### src/rtl/instr_fetch_unit.sv
// Instruction fetch/decode front end: reads ROM words over the shared address bus,
// splits them into fields and hands legal instructions to execution via valid/ready.
module instr_fetch_unit #(
    parameter logic [3:0] MEM_SEL  = 4'h2,
    parameter int         PC_WIDTH = 12,
    parameter int         DEPTH    = 12
) (
    input  logic                Clk,
    input  logic                nReset,
    input  logic                Start,
    output logic [15:0]         Address,
    output logic                nRead,
    input  logic [31:0]         InstrData,
    output logic [7:0]          Opcode,
    output logic [7:0]          Dest,
    output logic [7:0]          Src1,
    output logic [7:0]          Src2,
    output logic                IsMatrix,
    output logic                IsInt,
    output logic                InstrValid,
    input  logic                InstrReady,
    output logic [PC_WIDTH-1:0] Pc,
    output logic                Halted,
    output logic                IllegalOp
);

    localparam logic [2:0] IDLE   = 3'd0;
    localparam logic [2:0] FETCH  = 3'd1;
    localparam logic [2:0] DECODE = 3'd2;
    localparam logic [2:0] ISSUE  = 3'd3;
    localparam logic [2:0] HALT   = 3'd4;

    localparam logic [PC_WIDTH-1:0] PC_ZERO = {PC_WIDTH{1'b0}};
    localparam logic [PC_WIDTH-1:0] PC_LAST = PC_WIDTH'(DEPTH - 1);
    localparam logic [7:0]          OP_STOP = 8'hFF;

    function automatic logic is_matrix_op(input logic [7:0] op);
        return (op <= 8'h07);
    endfunction

    function automatic logic is_int_op(input logic [7:0] op);
        return (op >= 8'h10) && (op <= 8'h13);
    endfunction

    logic [2:0]          state_q, state_d;
    logic [PC_WIDTH-1:0] pc_q, pc_d;
    logic [PC_WIDTH-1:0] pc_next_s;
    logic [15:0]         addr_q, addr_d;
    logic                nread_q, nread_d;
    logic [31:0]         ir_q, ir_d;
    logic [7:0]          opcode_q, opcode_d;
    logic [7:0]          dest_q, dest_d;
    logic [7:0]          src1_q, src1_d;
    logic [7:0]          src2_q, src2_d;
    logic                is_matrix_q, is_matrix_d;
    logic                is_int_q, is_int_d;
    logic                valid_q, valid_d;
    logic                halted_q, halted_d;
    logic                illegal_q, illegal_d;

    assign pc_next_s = (pc_q == PC_LAST) ? PC_ZERO : pc_q + PC_WIDTH'(1);

    // Next-state and output decode for the fetch/decode/issue sequencer
    always_comb begin
        state_d     = state_q;
        pc_d        = pc_q;
        addr_d      = addr_q;
        nread_d     = 1'b1;
        ir_d        = ir_q;
        opcode_d    = opcode_q;
        dest_d      = dest_q;
        src1_d      = src1_q;
        src2_d      = src2_q;
        is_matrix_d = is_matrix_q;
        is_int_d    = is_int_q;
        valid_d     = valid_q;
        halted_d    = halted_q;
        illegal_d   = illegal_q;
        case (state_q)
            IDLE, HALT: begin
                if (Start) begin
                    state_d   = FETCH;
                    pc_d      = PC_ZERO;
                    addr_d    = {MEM_SEL, PC_ZERO};
                    nread_d   = 1'b0;
                    halted_d  = 1'b0;
                    illegal_d = 1'b0;
                end else begin
                    state_d = state_q;
                end
            end
            FETCH: begin
                ir_d    = InstrData;
                state_d = DECODE;
            end
            DECODE: begin
                opcode_d    = ir_q[31:24];
                dest_d      = ir_q[23:16];
                src1_d      = ir_q[15:8];
                src2_d      = ir_q[7:0];
                is_matrix_d = is_matrix_op(ir_q[31:24]);
                is_int_d    = is_int_op(ir_q[31:24]);
                if (is_matrix_op(ir_q[31:24]) || is_int_op(ir_q[31:24])) begin
                    state_d = ISSUE;
                    valid_d = 1'b1;
                end else if (ir_q[31:24] == OP_STOP) begin
                    state_d  = HALT;
                    halted_d = 1'b1;
                end else begin
                    state_d   = HALT;
                    halted_d  = 1'b1;
                    illegal_d = 1'b1;
                end
            end
            ISSUE: begin
                // Transfer: the next fetch is launched on the same edge
                if (InstrReady) begin
                    valid_d = 1'b0;
                    pc_d    = pc_next_s;
                    addr_d  = {MEM_SEL, pc_next_s};
                    nread_d = 1'b0;
                    state_d = FETCH;
                end else begin
                    state_d = ISSUE;
                end
            end
            default: begin
                state_d = IDLE;
                valid_d = 1'b0;
            end
        endcase
    end

    // State and output registers with synchronous active-low reset
    always_ff @(posedge Clk) begin
        if (!nReset) begin
            state_q     <= IDLE;
            pc_q        <= PC_ZERO;
            addr_q      <= 16'h0000;
            nread_q     <= 1'b1;
            ir_q        <= 32'h0000_0000;
            opcode_q    <= 8'h00;
            dest_q      <= 8'h00;
            src1_q      <= 8'h00;
            src2_q      <= 8'h00;
            is_matrix_q <= 1'b0;
            is_int_q    <= 1'b0;
            valid_q     <= 1'b0;
            halted_q    <= 1'b0;
            illegal_q   <= 1'b0;
        end else begin
            state_q     <= state_d;
            pc_q        <= pc_d;
            addr_q      <= addr_d;
            nread_q     <= nread_d;
            ir_q        <= ir_d;
            opcode_q    <= opcode_d;
            dest_q      <= dest_d;
            src1_q      <= src1_d;
            src2_q      <= src2_d;
            is_matrix_q <= is_matrix_d;
            is_int_q    <= is_int_d;
            valid_q     <= valid_d;
            halted_q    <= halted_d;
            illegal_q   <= illegal_d;
        end
    end

    assign Address    = addr_q;
    assign nRead      = nread_q;
    assign Opcode     = opcode_q;
    assign Dest       = dest_q;
    assign Src1       = src1_q;
    assign Src2       = src2_q;
    assign IsMatrix   = is_matrix_q;
    assign IsInt      = is_int_q;
    assign InstrValid = valid_q;
    assign Pc         = pc_q;
    assign Halted     = halted_q;
    assign IllegalOp  = illegal_q;

endmodule

### config.mk
export PLATFORM = sky130hd
export DESIGN_NAME = instr_fetch_unit
export DESIGN_NICKNAME = d
export VERILOG_FILES = /design/src/rtl/instr_fetch_unit.sv
export SDC_FILE = /design/constraint.sdc
export NUM_CORES = 1
export LEC_CHECK = 0
export ABC_AREA = 1
export CAP_MARGIN = 20
export CORE_AREA = 2 2 100 102
export CTS_BUF_LIST = sky130_fd_sc_hd__clkbuf_8
export CTS_CLUSTER_SIZE = 30
export DETAILED_ROUTE_END_ITERATION = 10
export DIE_AREA = 0 0 102 104
export SLEW_MARGIN = 20
export SYNTH_ARGS = -nofsm -noshare
export SYNTH_HDL_FRONTEND = slang
export SYNTH_SLANG_ARGS = --single-unit
### constraint.sdc
create_clock -name Clk -period 2.03 [get_ports Clk]
set_clock_uncertainty 0.1 [all_clocks]
set_input_delay 0.406 -clock Clk [delete_from_list [all_inputs] [get_ports Clk]]
set_output_delay 0.406 -clock Clk [all_outputs]
set_load 0.01 [all_outputs]
## Yosys cells after proc, flatten, opt, wreduce, memory -nomap -nowiden

Index checks and enable logic that the tools add are counted.

- Bitwise operators: 1
- Multiplexer cells: 23
- Reductions and logical operators: 11
- $lt $le $gt $ge: 3
- Eq/ne operators: 11
- Add/sub/neg operators: 1

Operators with widths:

| cell | count |
|---|---|
| $mux W12 | 3 |
| $mux W16 | 2 |
| $pmux W16 S2 | 1 |
| $pmux W12 S2 | 1 |
| $add A12 B1 Y12 const B | 1 |
| $eq A12 B4 Y1 const B | 1 |
| $pmux W3 S4 | 1 |
| $ne A2 B2 Y1 const B | 5 |
| $reduce_and A3 Y1 | 3 |
| $eq A8 B8 Y1 const B | 1 |
| $ge A8 B5 Y1 const B | 1 |
| $le A8 B3 Y1 const B | 1 |
| $le A8 B5 Y1 const B | 1 |
| $mux W1 | 8 |
| $eq A3 B2 Y1 const B | 2 |
| $mux W3 | 2 |
| $pmux W1 S2 | 3 |
| $reduce_and A4 Y1 | 1 |
| $reduce_bool A2 Y1 | 2 |
| $eq A3 B1 Y1 const B | 1 |
| $eq A3 B3 Y1 const B | 1 |
| $logic_not A3 Y1 | 1 |
| $pmux W1 S3 | 1 |
| $reduce_or A3 Y1 | 1 |
| 5 further kinds | 5 |

- Output and inout bits: 66
- Register bits after elaboration: 101

## Longest topological paths before layout

Gate-level depths: netlist (run 1).

- Depth after elaboration: 5
- Gate-level depth with buffers: 10

## Worst setup path before layout (run 1)

Ideal clock, no wire load.

- Path type: reg-to-reg
- Start: register pc_q[0] (netlist: Pc[0])
- End: register pc_q[8] (netlist: Pc[8])
- Period minus slack after synthesis: 1.594 ns
- Slack: 0.436 ns
- Path buffers: 0
- Arrival time: 1.379 ns
- Cell stages (with the launch flop): 8
- Required time: 1.816 ns
- Cells stage by stage: dfxtp_1 -> ha_1 -> nand2_1 -> nor2_1 -> nand3_1 -> nor2_1 -> xor2_1 -> nor2_1

- Cells in the longest elaborated chain, start to end: 4
- Elaborated cells between the ends (all ways): 5
- Classes of those cells: 1 x add/sub; 1 x eq/ne; 3 x mux

Ends and longest elaborated chain:

| what | RTL line | text |
|---|---|---|
| start, declared | 46 | `logic [PC_WIDTH-1:0] pc_q, pc_d;` |
| start signal, assigned | 153 | `pc_q <= pc_d;` |
| $add A12 B1 Y12 / $eq A12 B4 Y1 (equally long branches) | 61 | `assign pc_next_s = (pc_q == PC_LAST) ? PC_ZERO : pc_q + PC_WIDTH'(1);` |
| $mux W12 (*) | 61 |  |
| $mux W12 (*) | 117 | `if (InstrReady) begin` |
| $pmux W12 S2 (*) | 79 | `case (state_q)` |

Every way passes the cells marked *; elsewhere a longest branch is shown, timed or not. The select of a mux whose other input is x is not followed.
A chain may end at the register's enable or synchronous reset.

==> impl_metrics.ini, run 1 <==
[routing]
antenna_left = 0
drc = 0
vias = 3160
first_iter_violations = 112
drt-pass1-iter-count = 4
routedWlPerCell_um = 12.4
routed_wl_um = 8400
via_per_inst = 4.68

[worst_setup_path]
crit_arrival_ns = 1.43
cp_max_fo = 8
worstPathCellList = clkdlybuf4s50_1
crit_type = reg2out
critical_path.top_delay_family = buffers and inverters
crit_path_max_incr_delay_ns = 0.60
cpMaxStageDelayCell = clkdlybuf4s50_1
critPathBufInv = 1
cp-start-kind = flop
critPathRequiredTime_ns = 1.52
setup.worst_path.end_class = output port

[die]
die_area_mm2 = 0.0106
rows = 36
fp.dieW_um = 102
start_util_pct = 36.3
coreArea_mm2 = 0.00955
die_height_um = 104
ios = 102

[synthesis]
synth_area_leader_cell = dfxtp_1
synth.cell_area_mm2 = 0.00347
ys_seq_area_share_pct = 49.7
syn_area_per_cell_um2 = 7.62
synthFlopType = dfxtp_1
synth-async-reset-ratio_pct = 0
synth_warnings = 0
yosys.area.top_type_share_pct = 49.7
synth_common_cells = nor2_1, dfxtp_1, o21ai_0, nand2_1, inv_1
synth.area.top_cells = dfxtp_1, nor2_1, o21ai_0
ys_types = 33
yosysMostFrequentCell = nor2_1
synth-edff-count = 0
ys_seq_elements = 86
syn_inst = 455

[global_route]
grt_usage_pct = 16.4
grt_pass1_vias = 3011
grt_first_pass_wirelength_um = 14000
grt-ovfl-total = 0
grt_max_degree = 29
antenna_found_initial = 0

[clock_tree]
cts_tree = done
clkSlewWorstSetupHoldPaths_ns = 0.08
clockBufferDepth = 2
cts.hold.buffers_added = 0
cts_sinks = 86
cts_inserted_buffers = 9
cts-root-buf = clkbuf_8
clock_latency_ns = 0.35
cts-resized-gates = 0
cts_htree_levels = 3
cts_setup_buffers = 0

[final_layout]
antenna_cells = 0
nNetsFinal = 574
seq_area_mm2 = 0.00172
multi_input_area_mm2 = 0.00141
final_cells = 675
drive_gt1_share_pct = 8.30
fillers = 992
area_delta_synth_final_pct = 34.0

[timing]
slew_violations = 0
setup-tns-final_ns = 0
setup_viol = 0
grt_setup_unrepaired = false
fin_hold_ws_ns = 0.339
worst_slew_margin_rel_pct = 63.5
timing.fmax_mhz = 516
worstMarginPinSlew_ns = 0.546
period_needed_ns = 1.94
hold_viol = 0
period_share_pct = 95.4

[pwr]
peakVddDrop_uv = 358
power_leakage_nw = 1.92
power_density_mw_per_mm2 = 1040

[place]
io_buffers = 98
place.gp.congestion = 0.830
placedCellCount = 659
hpwlAfterDp_um = 5700

[flow_run]
drv_cap = 0

[run_status]
status = complete, no violations

[worst_hold_path]
hold_class = in2reg
[sequential cells by signal, summed over array words and instances (netlist names)]
| signal | flops |
|---|---|
| Dest | 8 |
| Pc | 11 |
| Src2 | 8 |
| IsMatrix | 1 |
| IllegalOp | 1 |
| state_q | 3 |
| Src1 | 8 |
| Address | 2 |
| nRead | 1 |
| Opcode | 8 |
| ir_q | 32 |
| IsInt | 1 |
| Halted | 1 |
| InstrValid | 1 |
[cells by family after synthesis]
group | after synthesis | share of synthesized area [%]
AND/OR/NAND/NOR | 204 | 25.5
XOR/XNOR | 1 | 0.253
flip-flops | 86 | 49.7
adder cells (fa/ha/maj) | 1 | 0.361
AO/OA/AOI/OAI | 96 | 14.2
buffers and inverters | 66 | 9.89
other | 1 | 0.108
[where the power goes]
group	switching [W]	internal (W)
sequential	0.000197	0.00202
combinational	0.000807	0.000657
clock	0.000640	0.000520
[per-layer routing]
metal	track usage (%)	share of wire (%)	vias to the layer above
met5	0	0	-
met4	6.29	0.99	0
met3	4.57	5.9	6
met2	25.1	45	86
met1	21.7	48	1455
li1	-	-	1613
[worst reg2reg max path, cell delays in order, from the launching register on]
cell and delay, ns:
dfxtp_1 0.42, ha_1 0.23, nand2_1 0.10, nor2_1 0.27
nand3_1 0.18, nor2_1 0.16, xor2_1 0.16, nor2_1 0.05
[layout by cell type (no fill, tap or decap), drive strengths merged, types with 2 or more instances in the layout]
cell type / n
nand2: 40
o21ai: 70
conb: 3
buf: 10
dfxtp: 86
clkbuf: 11
nor2: 135
inv: 29
clkinvlp: 2
clkdlybuf4s50: 97
nand3: 15
nand4: 6
or2: 3
a21oi: 21
a31oi: 3
clkinv: 2
nor3: 4
[metrics by stage]
step / total power (W) / area (um2) / utilization [%] / worst slack (ns)
after global placement: 0.00370 / 4450 / 46.6 / 0.113
after CTS: 0.00490 / 4640 / 48.6 / 0.0756
after floorplan: 0.00312 / 3470 / - / 0.436
after detailed placement: 0.00373 / 4450 / 46.6 / 0.0821
after global routing: 0.00517 / 4640 / 48.6 / 0.0190
final: 0.00484 / 4640 / 48.6 / 0.0935
[worst paths after layout]
| check | from | to | slack (ns) | depth (start not counted) |
|---|---|---|---|---|
| max reg2reg | Pc[0]$_SDFFE_PN0P_ | Pc[8]$_SDFFE_PN0P_ | 0.28 | 7 |
| max | Pc[7]$_SDFFE_PN0P_ | Address[7] | 0.09 | 1 |
| min | nReset | Pc[7]$_SDFFE_PN0P_ | 0.34 | 3 |
| min reg2reg | Address[13]$_SDFFE_PN0P_ | Address[13]$_SDFFE_PN0P_ | 0.35 | 2 |
[final cells by class]
| type | instances | share of cell area, % |
|---|---|---|
| sequential | 86 | 37.1 |
| multi-input combinational | 305 | 30.5 |
| timing repair buffer | 107 | 22.5 |
| tap | 133 | 3.58 |
| clock buffer | 11 | 3.26 |
| inverter | 28 | 2.26 |
| clock inverter | 5 | 0.889 |
Note: power is estimated with default switching activity, not from simulation.
==> run 2, diff against run 1 <==
--- a/config.mk
+++ b/config.mk
@@ -5,13 +5,13 @@
 export SDC_FILE = /design/constraint.sdc
 export NUM_CORES = 1
 export LEC_CHECK = 0
-export ABC_AREA = 1
 export CAP_MARGIN = 20
-export CORE_AREA = 2 2 100 102
+export CORE_AREA = 2 2 99 101
 export CTS_BUF_LIST = sky130_fd_sc_hd__clkbuf_8
 export CTS_CLUSTER_SIZE = 30
 export DETAILED_ROUTE_END_ITERATION = 10
-export DIE_AREA = 0 0 102 104
+export DIE_AREA = 0 0 101 103
+export SKIP_LAST_GASP = 1
 export SLEW_MARGIN = 20
 export SYNTH_ARGS = -nofsm -noshare
 export SYNTH_HDL_FRONTEND = slang
==> impl_metrics.ini, run 2 <==
[global_route]
grt-ovfl-total = 0
grt_usage_pct = 15.6
antenna_found_initial = 0
grt_max_degree = 52
grt_pass1_vias = 2571
grt_first_pass_wirelength_um = 12800

[synthesis]
synthFlopType = dfxtp_1
synth-edff-count = 0
synth-async-reset-ratio_pct = 0
yosys.area.top_type_share_pct = 51.3
synth_warnings = 0
synth.cell_area_mm2 = 0.00336
synth_area_leader_cell = dfxtp_1
yosysMostFrequentCell = nand2_1
syn_inst = 414
synth_common_cells = nand2_1, dfxtp_1, a21oi_1, clkbuf_1
synth.area.top_cells = dfxtp_1, nand2_1, a21oi_1
ys_seq_elements = 86
ys_types = 44
syn_area_per_cell_um2 = 8.11
ys_seq_area_share_pct = 51.3

[routing]
routedWlPerCell_um = 13.0
antenna_left = 0
via_per_inst = 4.81
first_iter_violations = 84
routed_wl_um = 8060
vias = 2981
drc = 0
drt-pass1-iter-count = 4

[worst_setup_path]
cp_max_fo = 8
crit_type = reg2out
cp-start-kind = flop
crit_path_max_incr_delay_ns = 0.60
worstPathCellList = clkdlybuf4s50_1
critical_path.top_delay_family = buffers and inverters
critPathRequiredTime_ns = 1.52
critPathBufInv = 1
crit_arrival_ns = 1.45
cpMaxStageDelayCell = clkdlybuf4s50_1
setup.worst_path.end_class = output port

[final_layout]
top_register = ir_q
post-route-util_pct = 48.5
area_delta_synth_final_pct = 36.7
mostFrequentLayoutCells = nand2_1, clkdlybuf4s50_1, dfxtp_1
seq_area_mm2 = 0.00172
antenna_cells = 0
multi_input_area_mm2 = 0.00141
drive_gt1_share_pct = 7.91
final_common_cell = nand2_1
largest_reg_flops = 32
nNetsFinal = 538
fillers = 944

[clock_tree]
clock_latency_ns = 0.35
cts_htree_levels = 3
cts_inserted_buffers = 9
cts-root-buf = clkbuf_8
cts.hold.buffers_added = 0
cts_setup_buffers = 0
cts-resized-gates = 0
clkSlewWorstSetupHoldPaths_ns = 0.09
cts_sinks = 86
clockBufferDepth = 2
cts_tree = done

[die]
coreArea_mm2 = 0.00946
die_height_um = 103
ios = 102
rows = 36
start_util_pct = 35.5
fp.dieW_um = 101
die_area_mm2 = 0.0104

[timing]
slew_violations = 0
grt_setup_unrepaired = false
period_needed_ns = 1.95
setup_viol = 0
setup-tns-final_ns = 0
hold_viol = 0
period_share_pct = 96.3
timing.fmax_mhz = 512

[flow_run]
drv_cap = 0

[pwr]
peakVddDrop_uv = 292
power_leakage_nw = 1.56
power_density_mw_per_mm2 = 754
power.total_w = 0.00346

[run_status]
status = complete, no violations

[place]
hpwlAfterDp_um = 5610
io_buffers = 98
place.gp.congestion = 0.796

[worst_hold_path]
hold_class = reg2reg
[run 2: layer usage]
| layer | share of wire (%) | up-vias | track usage (%) |
|---|---|---|---|
| li1 | - | 1535 | - |
| met1 | 47 | 1358 | 21.1 |
| met2 | 47 | 78 | 24.8 |
| met3 | 4.4 | 10 | 2.78 |
| met4 | 1.5 | 0 | 6.55 |
| met5 | 0 | - | 0 |
[run 2: area by class of cell]
| class | count | share of cell area (%) |
|---|---|---|
| flip-flops and latches | 86 | 37.5 |
| multi-input cells | 285 | 30.7 |
| repair buffers | 115 | 24.4 |
| well taps | 114 | 3.11 |
| clock buffers | 9 | 2.70 |
| clock inverters | 7 | 1.25 |
| inverters | 4 | 0.327 |
[run 2: power by group]
| group | internal [W] | switching [W] |
|---|---|---|
| Combinational | 0.000236 | 0.000288 |
| Clock | 0.000459 | 0.000647 |
| Sequential | 0.00177 | 0.0000593 |
| Total | 0.00246 | 0.000994 |
[run 2: through the flow]
stage	std cells	hold WS (ns)	instance area [um2]	worst slack (ns)
final	620	0.355	4590	0.0750
after global routing	620	0.371	4590	0.00577
after CTS	620	0.357	4590	0.0565
after detailed placement	604	0.343	4410	-0.117
after global placement	604	0.336	4410	-0.0594
after floorplan	416	0.332	3360	0.139
[run 2: cell families (layout without fill, tap and decap cells)]
| group | after synthesis | count (layout) | synth area share [%] |
|---|---|---|---|
| flip-flops | 86 | 86 | 51.3 |
| adder cells (fa/ha/maj) | 1 | 1 | 0.373 |
| AND/OR/NAND/NOR | 180 | 180 | 23.1 |
| other | 1 | 3 | 0.112 |
| XOR/XNOR | 8 | 8 | 2.09 |
| buffers and inverters | 45 | 135 | 7.12 |
| AO/OA/AOI/OAI | 93 | 93 | 15.9 |
[run 2: worst paths after layout]
check | from | endpoint | slack [ns] | cells past startpoint
worst max-delay path | Pc[2]$_SDFFE_PN0P_ | Address[2] | 0.08 | 1
worst min-delay path | ir_q[3]$_SDFFE_PN0N_ | Src2[3]$_SDFFE_PN0P_ | 0.36 | 2
worst max register to register | Pc[2]$_SDFFE_PN0P_ | Pc[9]$_SDFFE_PN0P_ | 0.21 | 5
worst min register to register | ir_q[3]$_SDFFE_PN0N_ | Src2[3]$_SDFFE_PN0P_ | 0.36 | 2
